## src/rtl/pencoder_seq.sv

```systemverilog
// Sequential priority encoder: takes one essential-bit mask per transaction and
// streams the index of every set bit, one per beat, lowest or highest first.
module pencoder_seq #(
   parameter int WIDTH     = 8,
   parameter int IDX_W     = $clog2(WIDTH),
   parameter bit MSB_FIRST = 1'b0,
   parameter int CNT_W     = $clog2(WIDTH + 1)
) (
   input  logic             clk,
   input  logic             reset,
   input  logic             in_valid,
   output logic             in_ready,
   input  logic [WIDTH-1:0] mask_in,
   output logic             out_valid,
   input  logic             out_ready,
   output logic [IDX_W-1:0] out_idx,
   output logic             out_val,
   output logic             out_last,
   output logic [CNT_W-1:0] out_seq,
   output logic [CNT_W-1:0] mask_cnt
);

   typedef enum logic {
      IDLE,
      SCAN
   } state_t;

   state_t           state, state_next;
   logic [WIDTH-1:0] mask_r, mask_next;
   logic [WIDTH-1:0] sel;
   logic [IDX_W-1:0] idx_c;
   logic [CNT_W-1:0] seq_r, seq_next;
   logic [CNT_W-1:0] cnt_r, cnt_next;
   logic             scan;
   logic             last_c;
   logic             fire;
   logic             load;

   function automatic logic [CNT_W-1:0] popcount(input logic [WIDTH-1:0] m);
      logic [CNT_W-1:0] c;
      c = '0;
      for (int i = 0; i < WIDTH; i++) begin
         c = c + CNT_W'(m[i]);
      end
      return c;
   endfunction

   // Scan order decides which set bit wins: the last hit in the loop is kept.
   always_comb begin
      sel   = '0;
      idx_c = '0;
      if (MSB_FIRST) begin
         for (int i = 0; i < WIDTH; i++) begin
            if (mask_r[i]) begin
               sel    = '0;
               sel[i] = 1'b1;
               idx_c  = IDX_W'(i);
            end
         end
      end else begin
         for (int i = WIDTH - 1; i >= 0; i--) begin
            if (mask_r[i]) begin
               sel    = '0;
               sel[i] = 1'b1;
               idx_c  = IDX_W'(i);
            end
         end
      end
   end

   // Empty mask still produces one beat, so "at most one bit left" marks the last beat.
   always_comb begin
      scan      = (state == SCAN);
      last_c    = ((mask_r & ~sel) == '0);
      out_valid = scan;
      out_idx   = scan ? idx_c : '0;
      out_val   = scan && (mask_r != '0);
      out_last  = scan && last_c;
      out_seq   = seq_r;
      mask_cnt  = cnt_r;
      fire      = scan && out_ready;
      in_ready  = !scan || (fire && last_c);
      load      = in_valid && in_ready;
   end

   // A load in the same cycle as the final beat overrides the return to IDLE.
   always_comb begin
      state_next = state;
      mask_next  = mask_r;
      seq_next   = seq_r;
      cnt_next   = cnt_r;
      if (fire) begin
         mask_next = mask_r & ~sel;
         seq_next  = seq_r + CNT_W'(1);
         if (last_c) begin
            state_next = IDLE;
         end
      end
      if (load) begin
         mask_next  = mask_in;
         cnt_next   = popcount(mask_in);
         seq_next   = '0;
         state_next = SCAN;
      end
   end

   always_ff @(posedge clk or posedge reset) begin
      if (reset) begin
         state  <= IDLE;
         mask_r <= '0;
         seq_r  <= '0;
         cnt_r  <= '0;
      end else begin
         state  <= state_next;
         mask_r <= mask_next;
         seq_r  <= seq_next;
         cnt_r  <= cnt_next;
      end
   end

endmodule

```

## config.mk

```make
export PLATFORM = sky130hd
export DESIGN_NAME = pencoder_seq
export DESIGN_NICKNAME = d
export VERILOG_FILES = /design/src/rtl/pencoder_seq.sv
export SDC_FILE = /design/constraint.sdc
export NUM_CORES = 1
export LEC_CHECK = 0
export BUFFER_PORTS_ARGS = -buffer_cell sky130_fd_sc_hd__buf_2
export CELL_PAD_IN_SITES_DETAIL_PLACEMENT = 0
export CELL_PAD_IN_SITES_GLOBAL_PLACEMENT = 1
export CORE_ASPECT_RATIO = 0.8
export CORE_MARGIN = 10
export CORE_UTILIZATION = 43
export CTS_CLUSTER_DIAMETER = 40
export DETAILED_ROUTE_END_ITERATION = 7
export PLACE_DENSITY_LB_ADDON = 0.1
export SLEW_MARGIN = 25
export SYNTH_ARGS = -nofsm -noshare
export SYNTH_HDL_FRONTEND = slang
export SYNTH_SLANG_ARGS = --single-unit
```

## constraint.sdc

```tcl
create_clock -name clk -period 4.2 [get_ports clk]
set_input_delay 0.42 -clock clk [delete_from_list [all_inputs] [get_ports clk]]
set_output_delay 0.42 -clock clk [all_outputs]
set_load 0.02 [all_outputs]
```

# --- Yosys cells after proc, flatten, opt, wreduce, memory -nomap -nowiden ---
# Cells that the tools add are included.
classes:
  n_mux: 24
  n_bitwise: 2
  reduce_logical: 12
  n_addsub: 8
op_table:
  columns: ["cell", "n"]
  rows:
  - ["2-to-1 mux 8 bit", 10]
  - ["2-to-1 mux 3 bit", 9]
  - ["adder 4 x 1 -> 4 bit", 4]
  - ["AND 8 bit", 1]
  - ["logical NOT 8 bit", 1]
  - ["2-to-1 mux 4 bit", 2]
  - ["inverter 8 bit", 1]
  - ["nonzero test 8 bit", 1]
  - ["logical AND 1 bit", 5]
  - ["adder 3 x 1 -> 4 bit", 1]
  - ["adder 4 x 1 -> 4 bit (second input constant)", 1]
  - ["nonzero test 2 bit", 2]
  - ["adder 2 x 1 -> 3 bit", 1]
  - ["2-to-1 mux 1 bit", 3]
  - ["adder 1 x 1 -> 2 bit", 1]
  - ["AND reduction 2 bit", 1]
  - ["logical NOT 1 bit", 1]
  - ["logical OR 1 bit", 1]
totals:
  input_bits: 12
  wordCells: 50
  output_inout_bits: 15
  reg_bits: 17

# --- Logic depth before layout (Yosys ltp) ---
# Gate-level depths: netlist of the first run.
depth:
  ltp_word: 16
  ltp_mapped: 9
  depth_no_buf: 9

# --- Least setup slack after synthesis of the first run ---
# OpenSTA, ideal clock, no wires.
synth_path:
  path_kind: "input -> register"
  from: "input port mask_in[0]"
  to: "register cnt_r[2], in the netlist mask_cnt[2]"
  t_required_ns: 4.073
  slack_ns: 1.159
  setup_ns: 0.127
  path_buffers: 0
  arrival_time_ns: 2.914
  cell_stages: 9
  cell_sequence: "fa_1 > inv_1 > fa_1 > fa_1 > inv_1 > ha_1 > fa_1 > xor2_1 > mux2_1"
synth_via:
  elab_chain_cells: 7
synth_rtl:
  columns: ["item", "line", "source"]
  rows:
  - ["from (decl)", "13", "input logic [WIDTH-1:0] mask_in,"]
  - ["adder 1 x 1 -> 2 bit", "43", "c = c + CNT_W'(m[i]);"]
  - ["adder 2 x 1 -> 3 bit", "43", null]
  - ["adder 3 x 1 -> 4 bit", "43", null]
  - ["adder 4 x 1 -> 4 bit (4 in a row)", "43", null]
  - ["to (signal assigned)", "117", "cnt_r <= cnt_next;"]
  - ["to (decl)", "33", "logic [CNT_W-1:0] cnt_r, cnt_next;"]
# No other way between the ends.
# A chain may end at the register's enable or synchronous reset.

# --- Final worst setup path of the first run ---
# Same ends and word-level chain as after synthesis.

==> results.md, run 1 <==
* Largest area contributor in the netlist: dfrtp_1
* Post-synthesis area per instance at 10.09 sq um
* Clock sinks at 17
* FP Rows at 16
* Layout area overhead at 12.40%
* Fillers at 258
* Critical path type: in -> reg
* Power Dens Cells at 806.9 nW/um^2
* Max clock buf depth at 2
* Post-cts sizing count at 0
* Unrepaired setup endpoints after global routing: false
* Largest net degree at the start of global routing at 18
* Via Count at 872
* Max incr delay on CP at 0.52 ns
* Max FO, Critical Path at 2
* Clock latency on the worst-skew pair at 0.30 ns
* Clock slew at reported path FFs at 0.11 ns
* First-pass GRT wire length at 4340 um
* Run status: completed
* Htree depth at 1
* Residual DRC count at 0
* Clock share of power at 8.9%
* Post-synthesis instance total at 113
* Hold WS at 0.1967 ns
* Worst r2r path cells at 4
* Mapped Area at 1140 sq um
* Post-layout util at 51.61%
* CTS tree: yes
* Seq cells post-synth at 17
* I/O Buffers at 26
* Relative slew slack at 51.35%
* Max-cap viol count at 0
* Pre-antenna DRT Iters at 4
* Setup Viol. Count Final at 0
* Postcts setup bufs at 0
* Peak Freq at 343.6 MHz
* Num CTS Buffers at 3
* Number of DRC markers in iteration 0 at 49
* Reg power frac at 31.7%
* Height of the die at 66.05 um
* Antenna Nets Post-Route at 0
* Top-Level Pins at 27
* CP startpoint: mask_in[0]
* Period utilisation layout at 69.30%
* Detailed Route WL at 2600 um
* Final global-route overflow total at 0
* Number of vias per cell at 5.040
* Initial antenna violation count at 0
* Vias in the first global route at 894
* Die Area at 5123 sq um
* Setup TNS at 0 ns
* Share of cells above drive strength 1 at 24.09%
* Crit path cell chain: buf_2, fa_1, inv_1, fa_1, fa_1, inv_1, ha_1, fa_1, xor2_1, mux2_1
* Total GRT Usage at 10.48%
* Die span in x at 77.56 um
* CP Launch Type: input pin
* Switching share of power at 49.90%
* Worst min path class: in -> async
* Internal power component at 0.0005179 W
* Unique masters post-synth at 34
* Gate power share at 59.4%
* R2R setup slack at 1.56 ns
* FF/Latch Area at 425.4 sq um
* Slowest CP cell: fa_1
* Synth top area share at 37.32%
* Core area at 2482 sq um
* Worst path required time at 4.39 ns
* Final Slew Violations at 0
* Power after layout at 0.001034 W
* Ys Warns at 0
* Worst slew pin tran at 0.7297 ns
* Root buf cell: clkbuf_4
* Nets at 158
* Most used cell, CP: fa_1
* Switching Power at 0.0005159 W
* Detailed placement HPWL at 2017 um
* Final Hold Vio Count at 0
* Initial Utilization at 45.92%
* Synth top area cells: dfrtp_1, fa_1, inv_1, ha_1, nor2_1
* RD Place Congestion at 0.7737
* Minimum clock period at 2.910 ns
* Worst r2r src: mask_r[0]
* Crit end category: flip-flop
* Multi-input gate area at 600.6 sq um
* Register area share after synthesis at 37.32%
* Clock Skew at 0.003882 ns
* Detailed-route wire length per cell at 15.03 um
* RR Endpoint: mask_cnt[0]
* Worst EP arrival at 3.10 ns
* Post-synth net total at 133
* # diodes at 0
* Max IR drop VDD at 0.2789 mV
* CTS Hold Buffers Added at 0
* Total leakage power at 0.6648 nW
-- power groups by stage --
| stage | clock, W | combinational [W] | sequential, W |
|---|---|---|---|
| 3_3_place_gp | 0 | 0.000609 | 0.000323 |
| 6_report | 0.0000924 | 0.000614 | 0.000327 |
| 4_1_cts | 0.0000975 | 0.000626 | 0.000326 |
| 3_5_place_dp | 0 | 0.000621 | 0.000330 |
| 2_1_floorplan | 0 | 0.000472 | 0.000351 |
| 5_1_grt | 0.000103 | 0.000672 | 0.000341 |
-- cell type report --
type / instances / share of cell area (%)
multi-input combinational: 76 / 46.87
timing repair buffer: 26 / 10.16
sequential: 17 / 33.20
inverter: 14 / 4.102
clock buffer: 3 / 1.758
clock inverter: 1 / 0.3906
tap: 36 / 3.516
-- layer usage --
| metal | track usage, % | routed length [um] | vias up |
|---|---|---|---|
| li1 | - | - | 434 |
| met1 | 13.50 | 1323 | 416 |
| met2 | 15.63 | 1116 | 20 |
| met3 | 4.212 | 141 | 2 |
| met4 | 3.409 | 19 | 0 |
| met5 | 0 | 0 | - |
-- how the worst max path moves through the flow --
stage          slack, ns          end
2_1_floorplan       1.16  mask_cnt[2]
3_3_place_gp        1.00  mask_cnt[2]
4_1_cts             1.29  mask_cnt[2]
6_report            1.29  mask_cnt[2]
5_1_grt             1.22  mask_cnt[2]
3_5_place_dp        0.96  mask_cnt[2]
-- cells in the final DEF (no fill, tap or decap), drive strengths merged --
cell / count
nand3: 3
nor2: 13
nor2b: 1
xnor2: 1
o21bai: 1
o31ai: 3
a41oi: 1
buf: 26
a21o: 4
o32ai: 1
o41ai: 2
inv: 14
nor4: 1
or3: 2
ha: 4
clkinv: 1
dfrtp: 17
clkbuf: 3
fa: 4
and3: 1
nor3: 4
o2bb2ai: 1
mux2: 4
xor2: 3
maj3: 2
a31o: 2
mux2i: 4
a21oi: 3
o21ai: 4
or4: 1
nand2: 4
nand2b: 1
a211oi: 1
-- worst max-delay path: cells and delay by family --
family                   cells  cell delay (ns)
XOR/XNOR                     1             0.15
adder cells (fa/ha/maj)      5             2.03
multiplexers                 1             0.28
buffers and inverters        3             0.21
-- logic make-up (layout without fill, tap and decap cells) --
| group | Yosys count | in the layout | synth area share (%) |
|---|---|---|---|
| and+or+nand+nor | 31 | 31 | 12.95 |
| xor gates and xnor gates | 4 | 4 | 3.074 |
| muxes | 8 | 8 | 7.464 |
| adders and majority gates | 10 | 10 | 13.17 |
| buffers and inverters | 20 | 44 | 9.989 |
| DFF | 17 | 17 | 37.32 |
| AOI/OAI and AO/OA | 23 | 23 | 16.03 |
-- state kept, by name, summed over array words and instances (netlist names) --
name,count
mask_r,8
mask_cnt,4
out_seq,4
out_valid,1
-- metrics by stage --
stage | cell area, sq um | setup WS, ns | instances
global placement | 1254 | 1.002 | 169
detailed placement | 1254 | 0.9585 | 169
floorplan | 1140 | 1.159 | 113
finish | 1281 | 1.290 | 173
global route | 1281 | 1.221 | 173
CTS | 1281 | 1.291 | 173
-- cell usage after synthesis --
cell / number
nand2_1: 4
o41ai_1: 2
inv_1: 14
a31o_2: 1
xor2_1: 3
nor3_1: 4
o2bb2ai_1: 1
o21ai_0: 4
o21bai_1: 1
buf_6: 3
xnor2_1: 1
fa_1: 4
buf_12: 1
a41oi_1: 1
nand3_1: 3
a211oi_1: 1
or4_4: 1
clkbuf_1: 2
a21oi_1: 3
or3_1: 2
nand2b_1: 1
o32ai_4: 1
maj3_1: 2
mux2_1: 4
and3_1: 1
nor4_1: 1
ha_1: 4
o31ai_1: 3
dfrtp_1: 17
mux2i_1: 4
nor2_1: 13
nor2b_1: 1
a31o_1: 1
a21o_1: 4
Note: power is estimated with default switching activity, not from simulation.
==> run 2: changes to the inputs <==
--- a/config.mk
+++ b/config.mk
@@ -10,7 +10,7 @@
 export CELL_PAD_IN_SITES_GLOBAL_PLACEMENT = 1
 export CORE_ASPECT_RATIO = 0.8
 export CORE_MARGIN = 10
-export CORE_UTILIZATION = 43
+export CORE_UTILIZATION = 36
 export CTS_CLUSTER_DIAMETER = 40
 export DETAILED_ROUTE_END_ITERATION = 7
 export PLACE_DENSITY_LB_ADDON = 0.1
==> constraint.sdc (replaced) <==
create_clock -name clk -period 2.4 [get_ports clk]
set_input_delay 0.24 -clock clk [delete_from_list [all_inputs] [get_ports clk]]
set_output_delay 0.24 -clock clk [all_outputs]
set_load 0.02 [all_outputs]
==> run 2 against run 1 <==
The run now ends with negative setup slack left. Clock power grew 130%. Global-route usage shrank 1.2 points. Routed wire length shrank 0.62%. Sequential cell count is the same. Final cell count grew 8.7%. Total power grew 94%. Cell area grew 12%. Register-to-register slack lost 1.3 ns. Sequential share of layout area shrank 3.5 points. Core utilization shrank 4.9 points. Critical endpoint unchanged.
==> results.md, run 2 (same netlist as run 1, synthesis figures left out) <==
* Minimum clock period at 2.657 ns
* CTS tree: yes (unchanged)
* Fillers at 315 (was 258)
* Final Slew Violations at 0 (unchanged)
* FF/Latch Area at 425.4 sq um (unchanged)
* First-pass GRT wire length at 4609 um (was 4340 um)
* Max FO, Critical Path at 2 (unchanged)
* Total leakage power at 0.7332 nW (was 0.6648 nW)
* Period utilisation layout at 110.7%
* Crit end category: flip-flop (unchanged)
* Setup TNS at -0.5024 ns (was 0 ns)
* Most frequent cells in the layout: buf_2, dfrtp_1, nor2_1 (was buf_2, dfrtp_1, inv_1)
* Root buf cell: clkbuf_8 (was clkbuf_4)
* Setup ws final at -0.2572 ns (was 1.290 ns)
* Detailed-route wire length per cell at 13.74 um (was 15.03 um)
* Critical path type: in -> reg (unchanged)
* Core area at 3063 sq um (was 2482 sq um)
* Worst min path class: in -> async (unchanged)
* Total GRT Usage at 9.273% (was 10.48%)
* Clock sinks at 17 (unchanged)
* Largest Register: mask_r (unchanged)
* Max IR drop VDD at 0.5464 mV (was 0.2789 mV)
* Worst path required time at 2.54 ns (was 4.39 ns)
* Largest net degree at the start of global routing at 18 (unchanged)
* Place WS at -0.5944 ns (was 0.9585 ns)
* Setup Viol. Count Final at 3 (was 0)
* Power after layout at 0.002006 W (was 0.001034 W)
* Peak Freq at 376.3 MHz
* Power Dens Cells at 1403 nW/um^2 (was 806.9 nW/um^2)
* Detailed placement HPWL at 2047 um (was 2017 um)
* Run status: finished, violations left (was completed)
* R2R setup slack at 0.28 ns (was 1.56 ns)
* Initial antenna violation count at 0 (unchanged)
* Nets at 169 (was 158)
* Vias in the first global route at 998 (was 894)
* Residual DRC count at 0 (unchanged)
* Top-Level Pins at 27 (unchanged)
* Relative slew slack at 57.04% (was 51.35%)
* Clock Skew at 0.007215 ns (was 0.003882 ns)
* Via Count at 891 (was 872)
* Number of vias per cell at 4.739 (was 5.040)
* Max clock buf depth at 2 (unchanged)
* Height of the die at 70.33 um (was 66.05 um)
* Multi-input gate area at 634.4 sq um (was 600.6 sq um)
* Worst EP arrival at 2.80 ns (was 3.10 ns)
* Pre-antenna DRT Iters at 3 (was 4)
* Share of cells above drive strength 1 at 36.49% (was 24.09%)
* Hold WS at 0.05995 ns (was 0.1967 ns)
* Die span in x at 82.91 um (was 77.56 um)
* Failing checks: negative setup slack
* Unrepaired setup endpoints after global routing: true (was false)
* Number of DRC markers in iteration 0 at 25 (was 49)
* Htree depth at 1 (unchanged)
* CP Launch Type: input pin (unchanged)
* Final global-route overflow total at 0 (unchanged)
* # diodes at 0 (unchanged)
* CP startpoint: mask_in[0] (unchanged)
* Clock slew at reported path FFs at 0.07 ns (was 0.11 ns)
* Antenna Nets Post-Route at 0 (unchanged)
* Initial Utilization at 37.21% (was 45.92%)
* Worst r2r src: mask_r[3] (was mask_r[0])
* I/O Buffers at 26 (unchanged)
* Layout area overhead at 25.47% (was 12.40%)
* Final Hold Vio Count at 0 (unchanged)
* FP Rows at 18 (was 16)
* Num CTS Buffers at 3 (unchanged)
* Worst slew pin tran at 0.6437 ns (was 0.7297 ns)
* Max reg flops at 8 (unchanged)
* RD Place Congestion at 0.7474 (was 0.7737)
* Commonest non-fill, non-tap cell in the layout: buf_2 (unchanged)
* Detailed Route WL at 2584 um (was 2600 um)
* Max-cap viol count at 0 (unchanged)
* CTS Hold Buffers Added at 0 (unchanged)
* Clock latency on the worst-skew pair at 0.25 ns (was 0.30 ns)
* Die Area at 5831 sq um (was 5123 sq um)
==> run 2: path summary, 6_finish.rpt <==
path | endpoint | cells after the start
worst min register to register | mask_cnt[0] | 1
min in group clk | mask_r[0] | 2
max in group asynchronous | mask_r[2] | 2
worst max-delay path | mask_cnt[2] | 10
worst max register to register | mask_cnt[0] | 4
worst min-delay path | mask_cnt[2] | 2
==> run 2: per-stage QoR <==
step / util (%) / std cells / area [sq um]
after floorplan: - / 113 / 1145
after global placement: 43.71 / 183 / 1339
final: 46.69 / 188 / 1430
after detailed placement: 43.71 / 183 / 1339
after global routing: 46.69 / 188 / 1430
after CTS: 45.63 / 187 / 1398
==> run 2: metal layers <==
metal | GRT usage [%] | part of all wire [%] | up-vias
met5 | 0 | 0 | -
met4 | 2.264 | 0.77 | 0
met3 | 3.824 | 6.6 | 4
met2 | 16.35 | 45 | 19
met1 | 10.05 | 47 | 410
li1 | - | - | 458
==> run 2: area by class of cell <==
class | count | share of cell area, %
timing repair buffer | 37 | 15.57
tap | 40 | 3.500
clock buffer | 4 | 3.150
multi-input combinational | 76 | 44.36
sequential | 17 | 29.75
inverter | 14 | 3.675
==> run 2: what timing repair did <==
item	CTS	global route
resized for setup	5	7
setup buffers	0	1
pin swaps	0	1
setup endpoints to repair	5	5
hold endpoints to repair	0	0
==> run 2: where the power goes <==
group	leakage (nW)	switching (W)	total, W	internal [W]
Sequential	0.214	0.000131	0.000546	0.000415
Combinational	0.497	0.000694	0.00125	0.000554
Clock	0.0228	0.0000950	0.000213	0.000118
Total	0.733	0.000920	0.00201	0.00109
==> run 2: worst max-delay path, cell delays in order <==
cell    delay [ns]
buf_6         0.10
fa_1          0.55
inv_2         0.04
fa_1          0.44
fa_1          0.50
inv_2         0.04
ha_4          0.16
fa_2          0.33
xor2_1        0.14
mux2_4        0.25
